--- src/rtl/ka_gf2_mult_seq_if.sv ---
// Operand/result handshake bundle for the sequential Karatsuba GF(2)[x] multiplier.
interface ka_gf2_mult_seq_if #(
  parameter int unsigned WIDTH = 36
);
  logic                 in_valid;
  logic                 in_ready;
  logic [WIDTH-1:0]     a;
  logic [WIDTH-1:0]     b;
  logic                 reduce;
  logic                 out_valid;
  logic                 out_ready;
  logic [2*WIDTH-2:0]   y;

  modport master (
    output in_valid, a, b, reduce, out_ready,
    input  in_ready, out_valid, y
  );

  modport slave (
    input  in_valid, a, b, reduce, out_ready,
    output in_ready, out_valid, y
  );
endinterface

--- src/rtl/ka_gf2_mult_seq.sv ---
// Iterative one-level Karatsuba carry-less multiplier with optional reduction mod POLY.
// The three half-products share one H x H carry-less multiplier, sequenced by the FSM.
module ka_gf2_mult_seq #(
  parameter int unsigned     WIDTH = 36,
  parameter logic [WIDTH:0]  POLY  = 37'h10_0000_0801
) (
  input  logic                clk,
  input  logic                rst_n,
  ka_gf2_mult_seq_if.slave    bus
);

  localparam int unsigned H  = (WIDTH + 1) / 2;
  localparam int unsigned PW = 2 * H - 1;
  localparam int unsigned FW = 2 * WIDTH - 1;

  typedef enum logic [2:0] {
    S_IDLE = 3'd0,
    S_M0   = 3'd1,
    S_M1   = 3'd2,
    S_M2   = 3'd3,
    S_COMB = 3'd4,
    S_RED  = 3'd5,
    S_DONE = 3'd6
  } state_t;

  function automatic logic [PW-1:0] clmul_h(input logic [H-1:0] x, input logic [H-1:0] z);
    logic [PW-1:0] acc;
    acc = '0;
    for (int i = 0; i < int'(H); i++) begin
      if (z[i]) acc = acc ^ (PW'(x) << i);
    end
    return acc;
  endfunction

  // Bits above WIDTH-1 end up cleared, so the result is already zero-extended.
  function automatic logic [FW-1:0] reduce_poly(input logic [FW-1:0] p);
    logic [FW-1:0] acc;
    acc = p;
    for (int k = int'(FW) - 1; k >= int'(WIDTH); k--) begin
      if (acc[k]) acc = acc ^ (FW'(POLY) << (k - int'(WIDTH)));
    end
    return acc;
  endfunction

  state_t           r_state;
  state_t           w_state_nxt;
  logic             r_in_ready;
  logic             r_out_valid;
  logic             w_in_ready_nxt;
  logic             w_out_valid_nxt;
  logic             w_accept;
  logic             w_xfer;

  logic [WIDTH-1:0] r_a;
  logic [WIDTH-1:0] r_b;
  logic             r_reduce;
  logic [PW-1:0]    r_p0;
  logic [PW-1:0]    r_p1;
  logic [PW-1:0]    r_p2;
  logic [FW-1:0]    r_full;
  logic [FW-1:0]    r_y;

  logic [H-1:0]     w_a_lo;
  logic [H-1:0]     w_a_hi;
  logic [H-1:0]     w_b_lo;
  logic [H-1:0]     w_b_hi;
  logic [H-1:0]     w_mul_x;
  logic [H-1:0]     w_mul_z;
  logic [PW-1:0]    w_prod;
  logic [FW-1:0]    w_full;
  logic [FW-1:0]    w_red;

  logic             w_ld_in;
  logic             w_ld_p0;
  logic             w_ld_p1;
  logic             w_ld_p2;
  logic             w_ld_full;
  logic             w_ld_y_full;
  logic             w_ld_y_red;

  assign w_accept = r_in_ready & bus.in_valid;
  assign w_xfer   = r_out_valid & bus.out_ready;

  assign w_a_lo = r_a[H-1:0];
  assign w_a_hi = H'(r_a[WIDTH-1:H]);
  assign w_b_lo = r_b[H-1:0];
  assign w_b_hi = H'(r_b[WIDTH-1:H]);

  // Operand mux in front of the single shared half-width multiplier.
  always_comb begin
    w_mul_x = '0;
    w_mul_z = '0;
    case (r_state)
      S_M0: begin
        w_mul_x = w_a_lo;
        w_mul_z = w_b_lo;
      end
      S_M1: begin
        w_mul_x = w_a_hi;
        w_mul_z = w_b_hi;
      end
      S_M2: begin
        w_mul_x = w_a_lo ^ w_a_hi;
        w_mul_z = w_b_lo ^ w_b_hi;
      end
      default: begin
        w_mul_x = '0;
        w_mul_z = '0;
      end
    endcase
  end

  assign w_prod = clmul_h(w_mul_x, w_mul_z);
  assign w_full = FW'(r_p0) ^ (FW'(r_p0 ^ r_p1 ^ r_p2) << H) ^ (FW'(r_p1) << (2 * H));
  assign w_red  = reduce_poly(r_full);

  always_ff @(posedge clk or negedge rst_n) begin
    if (!rst_n) begin
      r_state     <= S_IDLE;
      r_in_ready  <= 1'b1;
      r_out_valid <= 1'b0;
    end else begin
      r_state     <= w_state_nxt;
      r_in_ready  <= w_in_ready_nxt;
      r_out_valid <= w_out_valid_nxt;
    end
  end

  always_comb begin
    w_state_nxt = r_state;
    case (r_state)
      S_IDLE:  if (w_accept) w_state_nxt = S_M0;
      S_M0:    w_state_nxt = S_M1;
      S_M1:    w_state_nxt = S_M2;
      S_M2:    w_state_nxt = S_COMB;
      S_COMB:  w_state_nxt = r_reduce ? S_RED : S_DONE;
      S_RED:   w_state_nxt = S_DONE;
      S_DONE:  if (w_xfer) w_state_nxt = S_IDLE;
      default: w_state_nxt = S_IDLE;
    endcase
  end

  // out_valid rises one cycle into DONE, after y has already settled.
  always_comb begin
    w_in_ready_nxt  = 1'b0;
    w_out_valid_nxt = 1'b0;
    w_ld_in         = 1'b0;
    w_ld_p0         = 1'b0;
    w_ld_p1         = 1'b0;
    w_ld_p2         = 1'b0;
    w_ld_full       = 1'b0;
    w_ld_y_full     = 1'b0;
    w_ld_y_red      = 1'b0;
    case (r_state)
      S_IDLE: begin
        w_in_ready_nxt = ~w_accept;
        w_ld_in        = w_accept;
      end
      S_M0:   w_ld_p0 = 1'b1;
      S_M1:   w_ld_p1 = 1'b1;
      S_M2:   w_ld_p2 = 1'b1;
      S_COMB: begin
        w_ld_full   = 1'b1;
        w_ld_y_full = ~r_reduce;
      end
      S_RED:  w_ld_y_red = 1'b1;
      S_DONE: begin
        w_out_valid_nxt = ~w_xfer;
        w_in_ready_nxt  = w_xfer;
      end
      default: begin
        w_in_ready_nxt  = 1'b0;
        w_out_valid_nxt = 1'b0;
      end
    endcase
  end

  always_ff @(posedge clk or negedge rst_n) begin
    if (!rst_n) begin
      r_a      <= '0;
      r_b      <= '0;
      r_reduce <= 1'b0;
      r_p0     <= '0;
      r_p1     <= '0;
      r_p2     <= '0;
      r_full   <= '0;
      r_y      <= '0;
    end else begin
      if (w_ld_in) begin
        r_a      <= bus.a;
        r_b      <= bus.b;
        r_reduce <= bus.reduce;
      end
      if (w_ld_p0)     r_p0   <= w_prod;
      if (w_ld_p1)     r_p1   <= w_prod;
      if (w_ld_p2)     r_p2   <= w_prod;
      if (w_ld_full)   r_full <= w_full;
      if (w_ld_y_full) r_y    <= w_full;
      if (w_ld_y_red)  r_y    <= w_red;
    end
  end

  assign bus.in_ready  = r_in_ready;
  assign bus.out_valid = r_out_valid;
  assign bus.y         = r_y;

endmodule

--- src/flat_wrapper.sv ---
// flat-port wrapper written by rule: the top's interface ports become plain ports
module ka_gf2_mult_seq_flat 
#(
  parameter int unsigned     WIDTH = 36,
  parameter logic [WIDTH:0]  POLY  = 37'h10_0000_0801
)
  (clk, rst_n, bus_in_valid, bus_a, bus_b, bus_reduce, bus_out_ready, bus_in_ready, bus_out_valid, bus_y);
  ka_gf2_mult_seq_if #(.WIDTH(WIDTH)) bus_i ();
  input  logic clk;
  input  logic rst_n;
  input wire logic [$bits(bus_i.in_valid)-1:0] bus_in_valid;
  input wire logic [$bits(bus_i.a)-1:0] bus_a;
  input wire logic [$bits(bus_i.b)-1:0] bus_b;
  input wire logic [$bits(bus_i.reduce)-1:0] bus_reduce;
  input wire logic [$bits(bus_i.out_ready)-1:0] bus_out_ready;
  output wire logic [$bits(bus_i.in_ready)-1:0] bus_in_ready;
  output wire logic [$bits(bus_i.out_valid)-1:0] bus_out_valid;
  output wire logic [$bits(bus_i.y)-1:0] bus_y;
  assign bus_i.in_valid = bus_in_valid;
  assign bus_i.a = bus_a;
  assign bus_i.b = bus_b;
  assign bus_i.reduce = bus_reduce;
  assign bus_i.out_ready = bus_out_ready;
  assign bus_in_ready = bus_i.in_ready;
  assign bus_out_valid = bus_i.out_valid;
  assign bus_y = bus_i.y;
  ka_gf2_mult_seq #(.WIDTH(WIDTH), .POLY(POLY)) u_core (.clk(clk), .rst_n(rst_n), .bus(bus_i));
endmodule
--- config.mk ---
export PLATFORM = sky130hd
export DESIGN_NAME = ka_gf2_mult_seq_flat
export DESIGN_NICKNAME = d
export VERILOG_FILES = /design/src/rtl/ka_gf2_mult_seq_if.sv /design/src/rtl/ka_gf2_mult_seq.sv /design/src/flat_wrapper.sv
export SDC_FILE = /design/constraint.sdc
export NUM_CORES = 1
export LEC_CHECK = 0
export BUFFER_PORTS_ARGS = -buffer_cell sky130_fd_sc_hd__buf_2
export CORE_AREA = 4 4 209 211
export DETAILED_ROUTE_END_ITERATION = 6
export DIE_AREA = 0 0 213 215
export GPL_ROUTABILITY_DRIVEN = 1
export PLACE_DENSITY = 0.63
export REMOVE_ABC_BUFFERS = 1
export SLEW_MARGIN = 40
export SYNTH_ARGS = -nofsm -noshare
export SYNTH_HDL_FRONTEND = slang
export SYNTH_SLANG_ARGS = --single-unit
--- constraint.sdc ---
create_clock -name clk -period 3.3 [get_ports clk]
set_input_delay 0.33 -clock clk [delete_from_list [all_inputs] [get_ports clk]]
set_output_delay 0.33 -clock clk [all_outputs]
set_load 0.005 [all_outputs]
Word-level counts from Yosys, hierarchy flattened
Index checks and enable logic that the tools add are counted.
{"block": "totals", "ff_bits": 325, "in_bits": 77, "out_inout_bits": 73, "wordCells": 155}
{"block": "classes", "n_eq_ne": 8, "n_mux": 70, "n_bitwise": 63, "reduce_logical": 3}
{"op": "two-way mux 35 bit", "n": 17}
{"op": "two-way mux 71 bit", "n": 3}
{"op": "one-hot mux 18 bit (3 select lines)", "n": 2}
{"op": "NOT 3 bit", "n": 35}
{"op": "XOR 35 x 71 -> 71 bit", "n": 1}
{"op": "XOR 71 bit", "n": 1}
{"op": "two-way mux 70 bit", "n": 1}
{"op": "XOR 35 bit", "n": 2}
{"op": "two-way mux 69 bit", "n": 1}
{"op": "two-way mux 68 bit", "n": 1}
{"op": "two-way mux 67 bit", "n": 1}
{"op": "two-way mux 66 bit", "n": 1}
{"op": "two-way mux 65 bit", "n": 1}
{"op": "two-way mux 64 bit", "n": 1}
{"op": "two-way mux 63 bit", "n": 1}
{"op": "two-way mux 62 bit", "n": 1}
{"op": "two-way mux 61 bit", "n": 1}
{"op": "two-way mux 60 bit", "n": 1}
{"op": "two-way mux 59 bit", "n": 1}
{"op": "two-way mux 58 bit", "n": 1}
{"op": "two-way mux 57 bit", "n": 1}
{"op": "two-way mux 56 bit", "n": 1}
{"op": "two-way mux 55 bit", "n": 1}
{"op": "two-way mux 54 bit", "n": 1}
{"op": "50 further kinds", "n": 66}

Depth between registers and ports, before layout
Gate-level depths: netlist of run 1.
{"block": "depth", "depth_word": 71, "depth_mapped": 14, "ltp_nobuf": 8}

Least setup slack after synthesis of run 1
OpenSTA, ideal clock, no wires.
{"block": "synth_path", "path_kind": "reg2reg", "startpoint": "reg u_core.r_state[0]", "endpoint": "reg u_core.r_p0[17]", "setup_time_ns": 0.130, "arrival_ns": 2.381, "required_ns": 3.170, "setup_slack_ns": 0.789, "path_stages_with_launch": 11, "n_path_buf": 2, "period_less_slack_ns": 2.511, "path_cell_list": "dfrtp_1 -> buf_6 -> buf_12 -> nand2_4 -> xor2_2 -> nand3_1 -> xnor2_1 -> xnor3_1 -> xnor3_1 -> xnor3_1 -> o21ai_1"}
{"block": "synth_between", "elab_chain_cells": 37, "word_cells_on_any_way": 41, "classes_between": "eq/ne (3); mux (21); bitwise (17)"}
{"item": "from (decl)", "line": "ka_gf2_mult_seq.sv:45", "rtl": "state_t r_state;"}
{"item": "from (signal assigned)", "line": "ka_gf2_mult_seq.sv:123", "rtl": "r_state <= w_state_nxt;"}
{"item": "== test 3 x 2 -> 1 bit or == test 3 x 1 -> 1 bit (tied branches)", "line": "ka_gf2_mult_seq.sv:93, ka_gf2_mult_seq.sv:154"}
{"item": "one-hot mux 18 bit (3 select lines)", "line": "ka_gf2_mult_seq.sv:93", "rtl": "case (r_state)"}
{"item": "two-way mux 18 bit", "line": "ka_gf2_mult_seq.sv:30", "rtl": "if (z[i]) acc = acc ^ (PW'(x) << i);"}
{"item": "XOR 18 x 19 -> 19 bit", "line": "ka_gf2_mult_seq.sv:30"}
{"item": "two-way mux 35 bit", "line": "ka_gf2_mult_seq.sv:30"}
{"item": "XOR 35 x 20 -> 35 bit", "line": "ka_gf2_mult_seq.sv:30"}
{"item": "two-way mux 35 bit", "line": "ka_gf2_mult_seq.sv:30"}
{"item": "XOR 35 x 21 -> 35 bit", "line": "ka_gf2_mult_seq.sv:30"}
{"item": "(+21 left out)"}
{"item": "XOR 35 x 32 -> 35 bit", "line": "ka_gf2_mult_seq.sv:30"}
{"item": "two-way mux 35 bit", "line": "ka_gf2_mult_seq.sv:30"}
{"item": "XOR 35 x 33 -> 35 bit", "line": "ka_gf2_mult_seq.sv:30"}
{"item": "two-way mux 35 bit", "line": "ka_gf2_mult_seq.sv:30"}
{"item": "XOR 35 x 34 -> 35 bit", "line": "ka_gf2_mult_seq.sv:30"}
{"item": "two-way mux 35 bit", "line": "ka_gf2_mult_seq.sv:30"}
{"item": "XOR 35 bit", "line": "ka_gf2_mult_seq.sv:30"}
{"item": "two-way mux 35 bit", "line": "ka_gf2_mult_seq.sv:30"}
{"item": "to (signal assigned)", "line": "ka_gf2_mult_seq.sv:194", "rtl": "if (w_ld_p0) r_p0 <= w_prod;"}
{"item": "to (decl)", "line": "ka_gf2_mult_seq.sv:57", "rtl": "logic [PW-1:0] r_p0;"}
Several ways; a longest one is shown, not always the timed one.
A chain may end at the register's enable or synchronous reset.

Worst setup path in the final report of run 1
{"block": "layout_path", "startpoint": "reg u_core.r_state[0]", "endpoint": "reg u_core.r_p2[22]"}
{"block": "layout_between", "elab_chain_cells": 33, "word_cells_on_any_way": 37, "classes_between": "eq/ne (3); mux (19); bitwise (15)"}
{"item": "== test 3 x 2 -> 1 bit (tied with other cells)", "line": "ka_gf2_mult_seq.sv:93, ka_gf2_mult_seq.sv:154"}
{"item": "one-hot mux 18 bit (3 select lines)", "line": "ka_gf2_mult_seq.sv:93"}
{"item": "two-way mux 35 bit", "line": "ka_gf2_mult_seq.sv:30"}
{"item": "XOR 35 x 21 -> 35 bit", "line": "ka_gf2_mult_seq.sv:30"}
{"item": "two-way mux 35 bit", "line": "ka_gf2_mult_seq.sv:30"}
{"item": "XOR 35 x 22 -> 35 bit", "line": "ka_gf2_mult_seq.sv:30"}
{"item": "two-way mux 35 bit", "line": "ka_gf2_mult_seq.sv:30"}
{"item": "XOR 35 x 23 -> 35 bit", "line": "ka_gf2_mult_seq.sv:30"}
{"item": "(+17 left out)"}
{"item": "XOR 35 x 32 -> 35 bit", "line": "ka_gf2_mult_seq.sv:30"}
{"item": "two-way mux 35 bit", "line": "ka_gf2_mult_seq.sv:30"}
{"item": "XOR 35 x 33 -> 35 bit", "line": "ka_gf2_mult_seq.sv:30"}
{"item": "two-way mux 35 bit", "line": "ka_gf2_mult_seq.sv:30"}
{"item": "XOR 35 x 34 -> 35 bit", "line": "ka_gf2_mult_seq.sv:30"}
{"item": "two-way mux 35 bit", "line": "ka_gf2_mult_seq.sv:30"}
{"item": "XOR 35 bit", "line": "ka_gf2_mult_seq.sv:30"}
{"item": "two-way mux 35 bit", "line": "ka_gf2_mult_seq.sv:30"}
{"item": "to (signal assigned)", "line": "ka_gf2_mult_seq.sv:196", "rtl": "if (w_ld_p2) r_p2 <= w_prod;"}
{"item": "to (decl)", "line": "ka_gf2_mult_seq.sv:59", "rtl": "logic [PW-1:0] r_p2;"}
Several ways; a longest one is shown, not always the timed one.

==> results of run 1 <==
## metrics by stage
step	instances	setup TNS, ps	power (mW)
6_report	2754	0	24.1
5_1_grt	2754	0	25.8
4_1_cts	2753	0	24.3
3_5_place_dp	2644	0	20.1
3_3_place_gp	2644	0	19.9
2_1_floorplan	1870	-903440	15.5
## cells in the mapped netlist (all sizes together), types with 2 or more instances
cell type and instances:
dfrtp 324, inv 3, nor2 57, xnor3 48
a22oi 10, mux2 72, nand2b 2, o221ai 2
o22ai 7, clkbuf 72, a21oi 34, xnor2 277
a221o 7, buf 73, nand3 68, o211ai 7
o21ai 143, nand2 661, xor2 109, a31oi 4
and2 29
## repair_timing
| item | in CTS | in global routing |
|---|---|---|
| hold buffers | 44 | 0 |
| setup buffers | 0 | 0 |
| hold endpoints to repair | 136 | 0 |
## worst max-delay path, cell delays in order (launching register included)
cell	delay, ps
dfrtp_2	370
buf_12	230
nand2_4	80
xor2_2	250
and2_1	490
buf_4	280
nand2_1	90
xnor3_1	380
xnor3_1	200
xnor2_1	270
buf_4	180
o21ai_0	70
## flip-flops by register name, summed over array words and instances, names as in the netlist
register	flops
u_core.r_state	3
u_core.r_b	36
u_core.bus.y	71
u_core.bus.in_ready	1
u_core.r_a	36
u_core.r_p1	35
u_core.r_full	71
u_core.r_p2	35
u_core.r_p0	35
u_core.r_reduce	1
u_core.bus.out_valid	1
## path summary, 6_finish.rpt
check | slack, ps | end | cells past startpoint
max reg2reg | 230 | u_core.r_p2[22]$_DFFE_PN0N_ | 11
min | 30 | u_core.r_b[22]$_DFFE_PN0P_ | 2
max in group asynchronous | 2030 | u_core.bus.y[36]$_DFFE_PN0P_ | 4
max | 230 | u_core.r_p2[22]$_DFFE_PN0N_ | 11
min reg2reg | 490 | u_core.bus.y[61]$_DFFE_PN0P_ | 2
min in group asynchronous | 230 | u_core.bus.y[51]$_DFFE_PN0P_ | 2
## final cells by class
cell class	count	area, µm²
repair buffers	280	1980
multi-input cells	1542	9860
well taps	539	674
clock buffers	53	1110
flip-flops and latches	325	8140
clock inverters	12	100
fillers	3818	19900
inverters	3	11.3
## logic make-up after synthesis
group	share of synthesized area, %
DFF	43.5
and+or+nand+nor	17.8
xor gates and xnor gates	24.2
muxes	4.34
buffers and inverters	3.84
AOI/OAI and AO/OA	6.30
## layer usage
| layer | routed length (µm) | up-vias | part of all wire (%) |
|---|---|---|---|
| met5 | 0 | - | 0 |
| met4 | 1180 | 0 | 2.4 |
| met3 | 2990 | 81 | 6.0 |
| met2 | 23000 | 406 | 46 |
| met1 | 22600 | 6784 | 45 |
| li1 | - | 6780 | - |
## cells in the final DEF, fill, tap and decap left out, types with 3 or more instances in the layout
cell type	n
a21oi_1	34
a221o_1	7
a22oi_1	10
a31oi_1	4
and2_1	28
buf_12	9
buf_2	148
buf_4	77
clkbuf_1	6
clkbuf_16	39
clkbuf_8	8
clkinv_2	6
clkinvlp_4	3
dfrtp_1	322
dlygate4sd3_1	44
mux2_2	72
nand2_1	645
nand2_2	13
nand2_4	3
nand3_1	67
nor2_1	50
nor2_2	5
o211ai_1	7
o21ai_0	114
o21ai_1	29
o22ai_1	7
xnor2_1	277
xnor3_1	48
xor2_1	103
xor2_2	5
## power groups by stage
| stage | sequential (mW) | clock (mW) | combinational [mW] |
|---|---|---|---|
| final | 6.94 | 4.05 | 13.1 |
| after global routing | 7.16 | 4.33 | 14.4 |
| after CTS | 6.95 | 4.15 | 13.2 |
| after detailed placement | 7.02 | 0 | 13.1 |
| after global placement | 6.97 | 0 | 12.9 |
| after floorplan | 6.81 | 0 | 8.69 |
==> impl_metrics.tcl, run 1 <==
set metrics [dict create \
    wl_per_cell_um 18.1 \
    remaining_drc_errors 0 \
    drv_cap 0 \
    synth_top_area_share_pct 43.4 \
    fmax_mhz 326 \
    internal-power_mw 13.9 \
    dieArea_um2 45800 \
    syn_area_um2 18700 \
    hp-class "primary input to register" \
    r2r-start "u_core.r_state[0]$_DFFE_PN0P_" \
    p_leak_nw 9.84 \
    ctsResizeCount 0 \
    drt_iter0_drc 1055 \
    synthToLayoutAreaGrowth_pct 17.1 \
    gr-total-overflow 0 \
    clkSinkCount 325 \
    swShare_pct 42.5 \
    htreeDepth 2 \
    synth_edf_count 0 \
    cts_inserted_buffers 37 \
    maxSlewHeadroom_pct 47.2 \
    design_area_um2 21900 \
    finalWirelength_mm 49.7 \
    post-route-period-util_pct 92.9 \
    rows 75 \
    whs_ps 31.6 \
    synthArstFlopShare_pct 100 \
    grt_use_met3_pct 3.82 \
    antenna_left 0 \
    synth_top_area_cell "dfrtp_1" \
    fp.dieW_um 213 \
    final_core_util_pct 52.4 \
    grt_max_degree 101 \
    grt_pass1_wl_mm 80.1 \
    tightest_slew_ps 791 \
    die_h_um 215 \
    clkPwrFrac_pct 16.8 \
    rsz0062_at_grt "false" \
    grt.met2_usage_pct 34.8 \
    clock_latency_ps 550 \
    avgSynthCellArea_um2 9.27 \
    place_area_um2 20200 \
    top_usage_layer "met2" \
    worst-setup-path-type "register to register" \
    synth_cell_type_count 41 \
    coreArea_um2 41800 \
    clk_pin_slew_ps 60 \
    yosys_warnings 0 \
    synth_area_leaders "dfrtp_1 43%, nand2_1 13%, xnor2_1 13%" \
    p_switching_mw 10.2 \
    pre_cts_ws_ps 257 \
    n_antenna_cell 0 \
    status "finished, final reports clean" \
    hold_viol 0 \
    fin_nets 2266 \
    cp_max_fo 48 \
    setup_viol_count_final 0 \
    cts_tree "done" \
    cts-root-buf "clkbuf_16" \
    hp-start "bus_b[22]" \
    pwr-share-comb_pct 54.4 \
    ir_drop_v 0.000574 \
    layout_setup_ws_ps 234 \
    grt.total_usage_pct 21.9 \
    grtUsageMet1_pct 31.3 \
    crit_required_ps 3690 \
    critPathCaptureType "register" \
    ys_seq_elements 325 \
    drive_gt1_share_pct 18.3 \
    ys.flop_type "dfrtp_1" \
    fin_crit_ps 3070 \
    clock-skew-final_ps 12.0 \
    finalMaxSlewViolations 0 \
    io_pins 150 \
    drt_pass1_iterations 6 \
    grt_pass1_vias 14200 \
    post-dp-hpwl_mm 34.8 \
    syn_inst 2015 \
    power.share.sequential_pct 28.8 \
    vias_per_cell 5.10 \
    powerDensity_nw_per_um2 1100 \
    cts_buffer_depth 3 \
    critPathLaunchType "register" \
    startpoint "u_core.r_state[0]$_DFFE_PN0P_" \
    arrival_ps 3460 \
    gp_congestion 0.932 \
    antenna_found_initial 0 \
    initial_core_util_pct 44.7 \
    seq_area_frac_synth_pct 43.5 \
    vias 14100 \
    port_buffers 149 \
]
Power figures use the tool's default switching activity.
==> inputs of run 2 (changes only) <==
--- a/config.mk
+++ b/config.mk
@@ -10,6 +10,7 @@
 export DETAILED_ROUTE_END_ITERATION = 6
 export DIE_AREA = 0 0 213 215
 export GPL_ROUTABILITY_DRIVEN = 1
+export HOLD_SLACK_MARGIN = 0.08
 export PLACE_DENSITY = 0.63
 export REMOVE_ABC_BUFFERS = 1
 export SLEW_MARGIN = 40
==> run 2 against run 1 <==
Compared with the run above: sequential power barely moved; critical path depth did not move; flip-flop and latch count did not move; register-to-register slack barely moved; die area did not move; wire length rose by 1.6%; clock skew fell by 1.0 ps; maximum frequency barely moved; clock power barely moved; worst hold slack improved by 100 ps.
==> impl_metrics.tcl, run 2 (synthesis gave the netlist of run 1 again) <==
set metrics [dict create \
    clock_latency_ps 550 \
    maxSlewHeadroom_pct 46.3 \
    coreArea_um2 41800 \
    worst-setup-path-type "register to register" \
    grt_max_degree 101 \
    reg2reg_to "u_core.r_p2[22]$_DFFE_PN0N_" \
    layout_commonest_cell "nand2_1" \
    r2r-start "u_core.r_state[0]$_DFFE_PN0P_" \
    fin_nets 2297 \
    critPathLaunchType "register" \
    finalMaxSlewViolations 0 \
    final.setup.tns_ps 0 \
    vias 14100 \
    arrival_ps 3460 \
    powerDensity_nw_per_um2 1090 \
    drt_pass1_iterations 5 \
    cts_tree "done" \
    cts-root-buf "clkbuf_16" \
    cp-endpoint "u_core.r_p2[22]$_DFFE_PN0N_" \
    fmax_mhz 326 \
    hp-class "primary input to register" \
    clock-skew-final_ps 11.0 \
    cts_inserted_buffers 37 \
    status "finished, final reports clean" \
    post-route-period-util_pct 92.9 \
    p_leak_nw 9.97 \
    r2r_slack_ps 230 \
    clk_pin_slew_ps 60 \
    grt_pass1_vias 14500 \
    vias_per_cell 5.07 \
    place_area_um2 20200 \
    synthToLayoutAreaGrowth_pct 18.7 \
    reg2reg_depth 11 \
    die_h_um 215 \
    fin_crit_ps 3070 \
    startpoint "u_core.r_state[0]$_DFFE_PN0P_" \
    post-dp-hpwl_mm 34.8 \
    gr-total-overflow 0 \
    htreeDepth 2 \
    design_area_um2 22200 \
    antenna_left 0 \
    drive_gt1_share_pct 18.0 \
    clkSinkCount 325 \
    setup_viol_count_final 0 \
    io_pins 150 \
    rsz0062_at_grt "false" \
    hold_viol 0 \
    cts_buffer_depth 3 \
    grt_pass1_wl_mm 81.4 \
    dieArea_um2 45800 \
    drt_iter0_drc 1080 \
    antenna_found_initial 0 \
    port_buffers 149 \
    tightest_slew_ps 804 \
    grt.total_usage_pct 22.3 \
    ir_drop_v 0.000575 \
    gp_congestion 0.932 \
    remaining_drc_errors 0 \
    total_power_mw 24.2 \
    critPathCaptureType "register" \
    rows 75 \
    wl_per_cell_um 18.1 \
    cp_max_fo 48 \
    crit_required_ps 3690 \
    initial_core_util_pct 44.7 \
    stdcell_count 2785 \
    drv_cap 0 \
    fp.dieW_um 213 \
    n_antenna_cell 0 \
    layout_common_cells "645 x nand2_1, 322 x dfrtp_1, 277 x xnor2_1" \
    placed_cells 2644 \
    finalWirelength_mm 50.5 \
]
[run 2: cell types whose count changed in the layout (fill, tap and decap cells not counted)]
| cell | delta |
|---|---|
| dlygate4sd3_1 | +31 |
[run 2: power breakdown]
group	switching (mW)	leakage [nW]	internal (mW)
logic	7.36	5.21	5.81
registers	1.26	4.17	5.68
clock network	1.64	0.592	2.42
total	10.3	9.97	13.9
[run 2: final cells by class]
| cell class | instances | area, µm² |
|---|---|---|
| Inverter | 3 | 11.3 |
| Sequential cell | 325 | 8140 |
| Multi-Input combinational cell | 1542 | 9860 |
| Tap cell | 539 | 674 |
| Clock inverter | 12 | 100 |
| Timing Repair Buffer | 311 | 2290 |
| Fill cell | 3771 | 19600 |
| Clock buffer | 53 | 1110 |
[run 2: per-stage QoR]
step                setup slack [ps]  hold WS [ps]  utilization, %
floorplan                      -6120          34.4               -
global placement                 272           432            48.4
detailed placement               257           436            48.4
CTS                              240           116            53.1
global route                     101           144            53.1
finish                           234           133            53.1
[run 2: repair_timing]
action                                 in CTS  in global routing
setup buffers                               0                  0
hold buffers                               75                  0
endpoints found under the hold margin     167                  0
gates resized for setup                     0                  0
[run 2: how the worst min path moves through the flow]
stage	startpoint	to	slack, ps	cells after the start
4_1_cts	bus_in_valid	u_core.bus.in_ready$_DFF_PN1_	120	4
2_1_floorplan	rst_n	u_core.bus.out_valid$_DFF_PN0_	30	0
3_3_place_gp	rst_n	u_core.bus.y[52]$_DFFE_PN0P_	430	1
6_report	bus_in_valid	u_core.bus.in_ready$_DFF_PN1_	130	4
3_5_place_dp	rst_n	u_core.bus.y[51]$_DFFE_PN0P_	440	1
5_1_grt	bus_in_valid	u_core.bus.in_ready$_DFF_PN1_	140	4
[run 2: critical path: stages (launching register included)]
cell and delay [ps]:
dfrtp_2 370, buf_12 230, nand2_4 80, xor2_2 250, and2_1 480, buf_4 280
nand2_1 90, xnor3_1 370, xnor3_1 200, xnor2_1 270, buf_4 180, o21ai_0 70
[run 2: per-layer routing]
layer  wire length, µm  share of wire (%)  vias to the layer above  GRT usage (%)
met3              2710                5.4                       74           3.82
met1             23100                 46                     6847           31.5
met5                 0                  0                        -              0
met4              1160                2.3                        0           5.73
li1                  -                  -                     6842              -
met2             23500                 47                      366           35.9
